## src/rtl/memory_access_pkg.sv

```systemverilog
// rtl/memory_access_pkg.sv - shared constants, types and helpers for the MEM stage
package memory_access_pkg;

   // funct3 access size / signedness encodings
   localparam logic [2:0] F3_B  = 3'b000;
   localparam logic [2:0] F3_H  = 3'b001;
   localparam logic [2:0] F3_W  = 3'b010;
   localparam logic [2:0] F3_BU = 3'b100;
   localparam logic [2:0] F3_HU = 3'b101;

   // width of the bus timeout counter
   localparam int CNT_W = 8;

   typedef enum logic {
      ST_IDLE   = 1'b0,
      ST_ACCESS = 1'b1
   } state_t;

   typedef struct packed {
      logic [3:0]  strb;
      logic [31:0] data;
   } store_lane_t;

   // funct3 values that name a real access for loads or for stores
   function automatic logic f3_legal(input logic [2:0] f3, input logic is_store);
      if (is_store)
         return (f3 == F3_B) || (f3 == F3_H) || (f3 == F3_W);
      return (f3 == F3_B) || (f3 == F3_H) || (f3 == F3_W) ||
             (f3 == F3_BU) || (f3 == F3_HU);
   endfunction

   // natural alignment check; funct3[1:0] carries the access size
   function automatic logic addr_aligned(input logic [2:0] f3, input logic [1:0] lo);
      case (f3[1:0])
         2'b00:   return 1'b1;
         2'b01:   return ~lo[0];
         2'b10:   return (lo == 2'b00);
         default: return 1'b0;
      endcase
   endfunction

   // replicate store data across byte lanes and select the enabled lanes
   function automatic store_lane_t store_format(input logic [2:0] f3, input logic [1:0] lo,
                                                input logic [31:0] d);
      store_lane_t s;
      case (f3)
         F3_B: begin
            s.data = {4{d[7:0]}};
            s.strb = 4'b0001 << lo;
         end
         F3_H: begin
            s.data = {2{d[15:0]}};
            s.strb = 4'b0011 << lo;
         end
         default: begin
            s.data = d;
            s.strb = 4'b1111;
         end
      endcase
      return s;
   endfunction

endpackage

```

## src/rtl/mem_load_align.sv

```systemverilog
// rtl/mem_load_align.sv - extract and extend a load lane from a 32-bit read word
import memory_access_pkg::*;

module mem_load_align (
   input  logic [2:0]  funct3,
   input  logic [1:0]  addr_lo,
   input  logic [31:0] rdata,
   output logic [31:0] data
);

   logic [7:0]  byte_lane;
   logic [15:0] half_lane;

   // select the addressed lane, then sign- or zero-extend by funct3
   always_comb begin
      case (addr_lo)
         2'd0:    byte_lane = rdata[7:0];
         2'd1:    byte_lane = rdata[15:8];
         2'd2:    byte_lane = rdata[23:16];
         default: byte_lane = rdata[31:24];
      endcase
      half_lane = addr_lo[1] ? rdata[31:16] : rdata[15:0];
      case (funct3)
         F3_B:    data = {{24{byte_lane[7]}}, byte_lane};
         F3_H:    data = {{16{half_lane[15]}}, half_lane};
         F3_W:    data = rdata;
         F3_BU:   data = {24'h0, byte_lane};
         F3_HU:   data = {16'h0, half_lane};
         default: data = 32'h0;
      endcase
   end

endmodule

```

## src/rtl/memory_access.sv

```systemverilog
// rtl/memory_access.sv - pipeline MEM stage: bus access, store alignment, load extraction
import memory_access_pkg::*;

module memory_access #(
   parameter int unsigned TIMEOUT_CYCLES = 255
) (
   input  logic        clk,
   input  logic        rst_n,
   input  logic        enable,
   input  logic [31:0] alu_result,
   input  logic [31:0] store_data,
   input  logic [2:0]  funct3,
   input  logic        in_MemRead,
   input  logic        in_MemWrite,
   input  logic        in_RegWrite,
   input  logic        in_MemToReg,
   input  logic [4:0]  in_RegDest,
   output logic        stop_behind,
   output logic        mem_req,
   output logic        mem_we,
   output logic [31:0] mem_addr,
   output logic [31:0] mem_wdata,
   output logic [3:0]  mem_wstrb,
   input  logic        mem_ready,
   input  logic [31:0] mem_rdata,
   output logic        wb_valid,
   output logic        out_RegWrite,
   output logic        out_MemToReg,
   output logic [4:0]  out_RegDest,
   output logic [31:0] alu_result_out,
   output logic [31:0] mem_data,
   output logic        misalign_err,
   output logic        bus_err
);

   // count value on the last allowed ACCESS cycle
   localparam logic [CNT_W-1:0] CNT_LAST = CNT_W'(TIMEOUT_CYCLES - 1);

   state_t           state, state_nx;
   logic [CNT_W-1:0] cnt, cnt_nx;

   // instruction captured for the outstanding access
   logic [31:0] alu_q;
   logic [31:0] wdata_q;
   logic [3:0]  wstrb_q;
   logic        we_q;
   logic [2:0]  f3_q;
   logic        regwrite_q;
   logic        memtoreg_q;
   logic [4:0]  regdest_q;

   logic        is_mem_op;
   logic        req_ok;
   logic        capture;
   logic        retire_done;
   logic        retire_timeout;
   logic [31:0] load_data;
   store_lane_t lane;

   assign is_mem_op = in_MemRead | in_MemWrite;
   assign req_ok    = f3_legal(funct3, in_MemWrite) & addr_aligned(funct3, alu_result[1:0]);
   assign lane      = store_format(funct3, alu_result[1:0], store_data);

   // bus and stall outputs follow the state so reset drops them at once
   assign mem_req     = (state == ST_ACCESS);
   assign stop_behind = (state == ST_ACCESS);
   assign mem_we      = mem_req & we_q;
   assign mem_addr    = mem_req ? {alu_q[31:2], 2'b00} : 32'h0;
   assign mem_wdata   = mem_we ? wdata_q : 32'h0;
   assign mem_wstrb   = mem_we ? wstrb_q : 4'h0;

   mem_load_align u_load_align (
      .funct3  (f3_q),
      .addr_lo (alu_q[1:0]),
      .rdata   (mem_rdata),
      .data    (load_data)
   );

   // state and timeout counter registers
   always_ff @(posedge clk or negedge rst_n) begin
      if (!rst_n) begin
         state <= ST_IDLE;
         cnt   <= '0;
      end else begin
         state <= state_nx;
         cnt   <= cnt_nx;
      end
   end

   // next state, counter and retire strobes; a ready on the timeout edge wins
   always_comb begin
      state_nx       = state;
      cnt_nx         = cnt;
      capture        = 1'b0;
      retire_done    = 1'b0;
      retire_timeout = 1'b0;
      case (state)
         ST_IDLE: begin
            cnt_nx = '0;
            if (enable) begin
               capture = 1'b1;
               if (is_mem_op && req_ok)
                  state_nx = ST_ACCESS;
            end
         end
         ST_ACCESS: begin
            cnt_nx = cnt + 1'b1;
            if (mem_ready) begin
               retire_done = 1'b1;
               state_nx    = ST_IDLE;
               cnt_nx      = '0;
            end else if (cnt == CNT_LAST) begin
               retire_timeout = 1'b1;
               state_nx       = ST_IDLE;
               cnt_nx         = '0;
            end
         end
         default: begin
            state_nx = ST_IDLE;
            cnt_nx   = '0;
         end
      endcase
   end

   // capture the incoming instruction and hold it for the access
   always_ff @(posedge clk or negedge rst_n) begin
      if (!rst_n) begin
         alu_q      <= 32'h0;
         wdata_q    <= 32'h0;
         wstrb_q    <= 4'h0;
         we_q       <= 1'b0;
         f3_q       <= 3'h0;
         regwrite_q <= 1'b0;
         memtoreg_q <= 1'b0;
         regdest_q  <= 5'h0;
      end else if (capture) begin
         alu_q      <= alu_result;
         wdata_q    <= lane.data;
         wstrb_q    <= lane.strb;
         we_q       <= in_MemWrite;
         f3_q       <= funct3;
         regwrite_q <= in_RegWrite;
         memtoreg_q <= in_MemToReg;
         regdest_q  <= in_RegDest;
      end
   end

   // writeback register: one wb_valid pulse per retired entry, errors ride along
   always_ff @(posedge clk or negedge rst_n) begin
      if (!rst_n) begin
         wb_valid       <= 1'b0;
         out_RegWrite   <= 1'b0;
         out_MemToReg   <= 1'b0;
         out_RegDest    <= 5'h0;
         alu_result_out <= 32'h0;
         mem_data       <= 32'h0;
         misalign_err   <= 1'b0;
         bus_err        <= 1'b0;
      end else begin
         wb_valid     <= 1'b0;
         misalign_err <= 1'b0;
         bus_err      <= 1'b0;
         if (capture && !(is_mem_op && req_ok)) begin
            wb_valid       <= 1'b1;
            out_RegWrite   <= in_RegWrite & ~is_mem_op;
            out_MemToReg   <= in_MemToReg;
            out_RegDest    <= in_RegDest;
            alu_result_out <= alu_result;
            mem_data       <= 32'h0;
            misalign_err   <= is_mem_op;
         end
         if (retire_done || retire_timeout) begin
            wb_valid       <= 1'b1;
            out_RegWrite   <= regwrite_q & ~we_q & retire_done;
            out_MemToReg   <= memtoreg_q;
            out_RegDest    <= regdest_q;
            alu_result_out <= alu_q;
            mem_data       <= (retire_done && !we_q) ? load_data : 32'h0;
            bus_err        <= retire_timeout;
         end
      end
   end

endmodule

```

## config.mk

```make
export PLATFORM = sky130hd
export DESIGN_NAME = memory_access
export DESIGN_NICKNAME = d
export VERILOG_FILES = /design/src/rtl/memory_access_pkg.sv /design/src/rtl/mem_load_align.sv /design/src/rtl/memory_access.sv
export SDC_FILE = /design/constraint.sdc
export NUM_CORES = 1
export LEC_CHECK = 0
export ABC_AREA = 1
export ABC_CLOCK_PERIOD_IN_PS = 1500
export CORE_ASPECT_RATIO = 2
export CORE_MARGIN = 2
export CORE_UTILIZATION = 35
export DETAILED_ROUTE_END_ITERATION = 8
export PLACE_DENSITY = 0.75
export SLEW_MARGIN = 15
export SYNTH_ARGS = -nofsm -noshare
export SYNTH_HDL_FRONTEND = slang
export SYNTH_SLANG_ARGS = --single-unit
```

## constraint.sdc

```tcl
create_clock -name clk -period 1.5 [get_ports clk]
set_input_delay 0.225 -clock clk [delete_from_list [all_inputs] [get_ports clk]]
set_output_delay 0.225 -clock clk [all_outputs]
set_load 0.02 [all_outputs]
```

==> impl_metrics.json <==
{
  "dpl.hpwl_um": 22500,
  "ys_types": 32,
  "crit_path_end_kind": "primary output",
  "multi_input_area_mm2": 0.004397,
  "cts_tree": "done",
  "clk_pin_slew_ps": 70,
  "clock_power_share": 0.328,
  "grt_pass1_vias": 9286,
  "irDropWorstVdd_uv": 680.3,
  "root_buffer": "clkbuf_16",
  "drtPass1Iterations": 5,
  "finalSetupViolations": 187,
  "synth_sequential_area_ratio": 0.4656,
  "reg2reg_to": "mem_data[2]",
  "ys_ff_latch": 162,
  "critPathMaxStageDelay_ps": 440,
  "drv_cap": 0,
  "cts.sinks": 162,
  "fillers": 2200,
  "via_per_inst": 4.948,
  "finalWeightedCongestion": 0.9748,
  "netSwitchingPower_mw": 5.196,
  "seqPwrFrac": 0.360,
  "crit_fanout": 17,
  "antenna_found_initial": 2,
  "die_w_um": 115.5,
  "numCtsBuffers": 17,
  "power_frac_comb": 0.312,
  "rsz0062_at_grt": "true",
  "grt_max_degree": 51,
  "hold_violations": 0,
  "ys_top_cells_by_area": "dfrtp_1 (47%), nand2_1 (23%), nand3_1 (7.4%)",
  "core-area_mm2": 0.02442,
  "rows": 81,
  "drive_gt1_frac": 0.2229,
  "dieArea_mm2": 0.02623,
  "violations": "negative setup slack",
  "powerDensity_mw_per_mm2": 1094,
  "r2r-start": "mem_req",
  "tns_ps": -25870,
  "max_freq_ghz": 0.5796,
  "power_mw": 15.23,
  "start_util": 0.3565,
  "fin_ws_ps": -225.3,
  "nets": 1676,
  "synth.avg_cell_area_um2": 6.938,
  "drt_iter0_markers": 633,
  "cp-start-kind": "register",
  "p_leak_nw": 7.626,
  "hold_ws_ps": 228.1,
  "async_flop_share": 1.000,
  "ios": 257,
  "synth_edf_count": 0,
  "fin_worst_skew_ps": 8.948,
  "syn_area_mm2": 0.008707,
  "regArea_mm2": 0.004055,
  "port_buffers": 254,
  "clock_latency_ps": 440,
  "yosysMostFrequentCell": "nand2_1",
  "p_int_mw": 10.03,
  "hold_class": "in2async",
  "yosys.area.top_type": "dfrtp_1",
  "drc_errors": 0,
  "cp_cell_sequence": "buf_12, buf_16, nand2_2, inv_1, buf_4",
  "final.period_utilization": 1.150,
  "layout_min_cycle_time_ps": 1725,
  "grt_use_total": 0.2457,
  "vias": 9440,
  "clockBufferDepth": 2,
  "synth_commonest_cells": "nand2_1 (533), dfrtp_1 (162), inv_1 (140)",
  "ys_warn_count": 0,
  "status": "finished, violations left",
  "synthToLayoutAreaGrowth_pct": 59.88,
  "grt.overflow.total": 0,
  "r2r_cells": 10,
  "grt_pass1_wl_um": 49160,
  "synthFlopType": "dfrtp_1",
  "die_h_um": 227.1,
  "htreeDepth": 4,
  "drv_slew": 0,
  "netlist_instances": 1255,
  "arrival_ps": 1500,
  "r2r_slack_ps": -220,
  "slowest_stage": "dfrtp_2",
  "crit_required_ps": 1270,
  "switching_share": 0.3412,
  "routed_wl_um": 34150,
  "critical_path_class": "reg2out",
  "netlist.area_leader.share": 0.4656,
  "wl_per_cell_um": 17.90,
  "postRouteAntennaNets": 0
}
## cell families (layout without fill, tap and decap cells)
logic type,count (synthesis),after routing,share of synthesized area
simple gates,776,776,0.3620
buf+inv,218,537,0.1045
flops,162,162,0.4656
compound gates,94,94,0.06265
fa+ha+maj,2,2,0.002874
xor+xnor,2,2,0.002012
other cells,1,3,0.0004307
## through the flow
step	utilization	setup slack [ps]	cell area, um2	cells
after floorplan	-	-60.68	8711	1256
after global placement	0.4945	-277.1	12080	1848
after detailed placement	0.4945	-270.8	12080	1848
after CTS	0.5377	-226.3	13130	1894
after global routing	0.5700	-294.9	13920	1908
final	0.5700	-225.3	13920	1908
## worst max-delay path, delay by kind of cell (launching register included)
kind                   cells  cell delay [ps]
and+or+nand+nor            1              100
buffers and inverters      4              520
DFF                        1              440
## final cells by class
cell class	instances	area share
Clock inverter	14	0.01618
Inverter	146	0.04134
Sequential cell	162	0.2913
Antenna cell	1	0.0001798
Tap cell	332	0.02984
Clock buffer	18	0.03155
Timing Repair Buffer	359	0.2738
Multi-Input combinational cell	876	0.3158
## timing repair
item / CTS / global route
pin swaps: 4 / 12
buffers inserted: 7 / 5
gates cloned: 6 / 12
endpoints found under the hold margin: 130 / 0
hold buffers: 1 / 0
setup endpoints to repair: 240 / 222
resized for setup: 504 / 174
## metal layers
metal / GRT usage / vias to the layer above / wire [um]
li1: - / 4488 / -
met1: 0.2607 / 4447 / 11930
met2: 0.4380 / 389 / 18390
met3: 0.03967 / 114 / 1609
met4: 0.1644 / 2 / 2209
met5: 0 / - / 13
## worst max-delay path by stage
| stage | start | to |
|---|---|---|
| floorplan | mem_req | mem_wdata[25] |
| global placement | funct3[2] | wdata_q[19] |
| detailed placement | alu_result[0] | alu_result_out[21] |
| CTS | mem_req | mem_req |
| global route | mem_req | out_RegDest[3] |
| finish | mem_req | mem_addr[19] |
## power by group through the flow
stage                     registers (mW)  clock network [mW]  logic (mW)
final                               5.49                4.99        4.75
after global routing                5.55                5.25        5.16
after CTS                           5.45                5.07        4.35
after detailed placement            5.50                   0        4.27
after global placement              5.51                   0        4.21
after floorplan                     5.77                   0        1.81
## registers in the layout (all words and copies together) (netlist names)
register,flops
out_RegWrite,1
f3_q,3
alu_q,32
cnt,8
out_MemToReg,1
alu_result_out,32
out_RegDest,5
we_q,1
mem_req,1
memtoreg_q,1
mem_data,32
misalign_err,1
wb_valid,1
regwrite_q,1
bus_err,1
regdest_q,5
wstrb_q,4
wdata_q,32
## layout by cell type, fill, tap and decap left out, drive strengths merged, types with 2 or more instances in the layout
cell,synthesis,routed
a21oi,13,13
buf,44,165
o211ai,13,13
o221ai,3,3
clkbuf,28,27
clkdlybuf4s50,0,110
o21bai,8,8
o22ai,8,8
o21ai,48,48
nand4,2,2
nand2,537,537
inv,145,149
nand3,129,129
nor2,102,102
dlygate4sd2,0,74
nor3b,3,3
bufinv,0,5
ha,2,2
nor3,3,3
dfrtp,162,162
clkinvlp,0,2
clkinv,1,4
conb,1,2
Note: power is estimated with default switching activity, not from simulation.
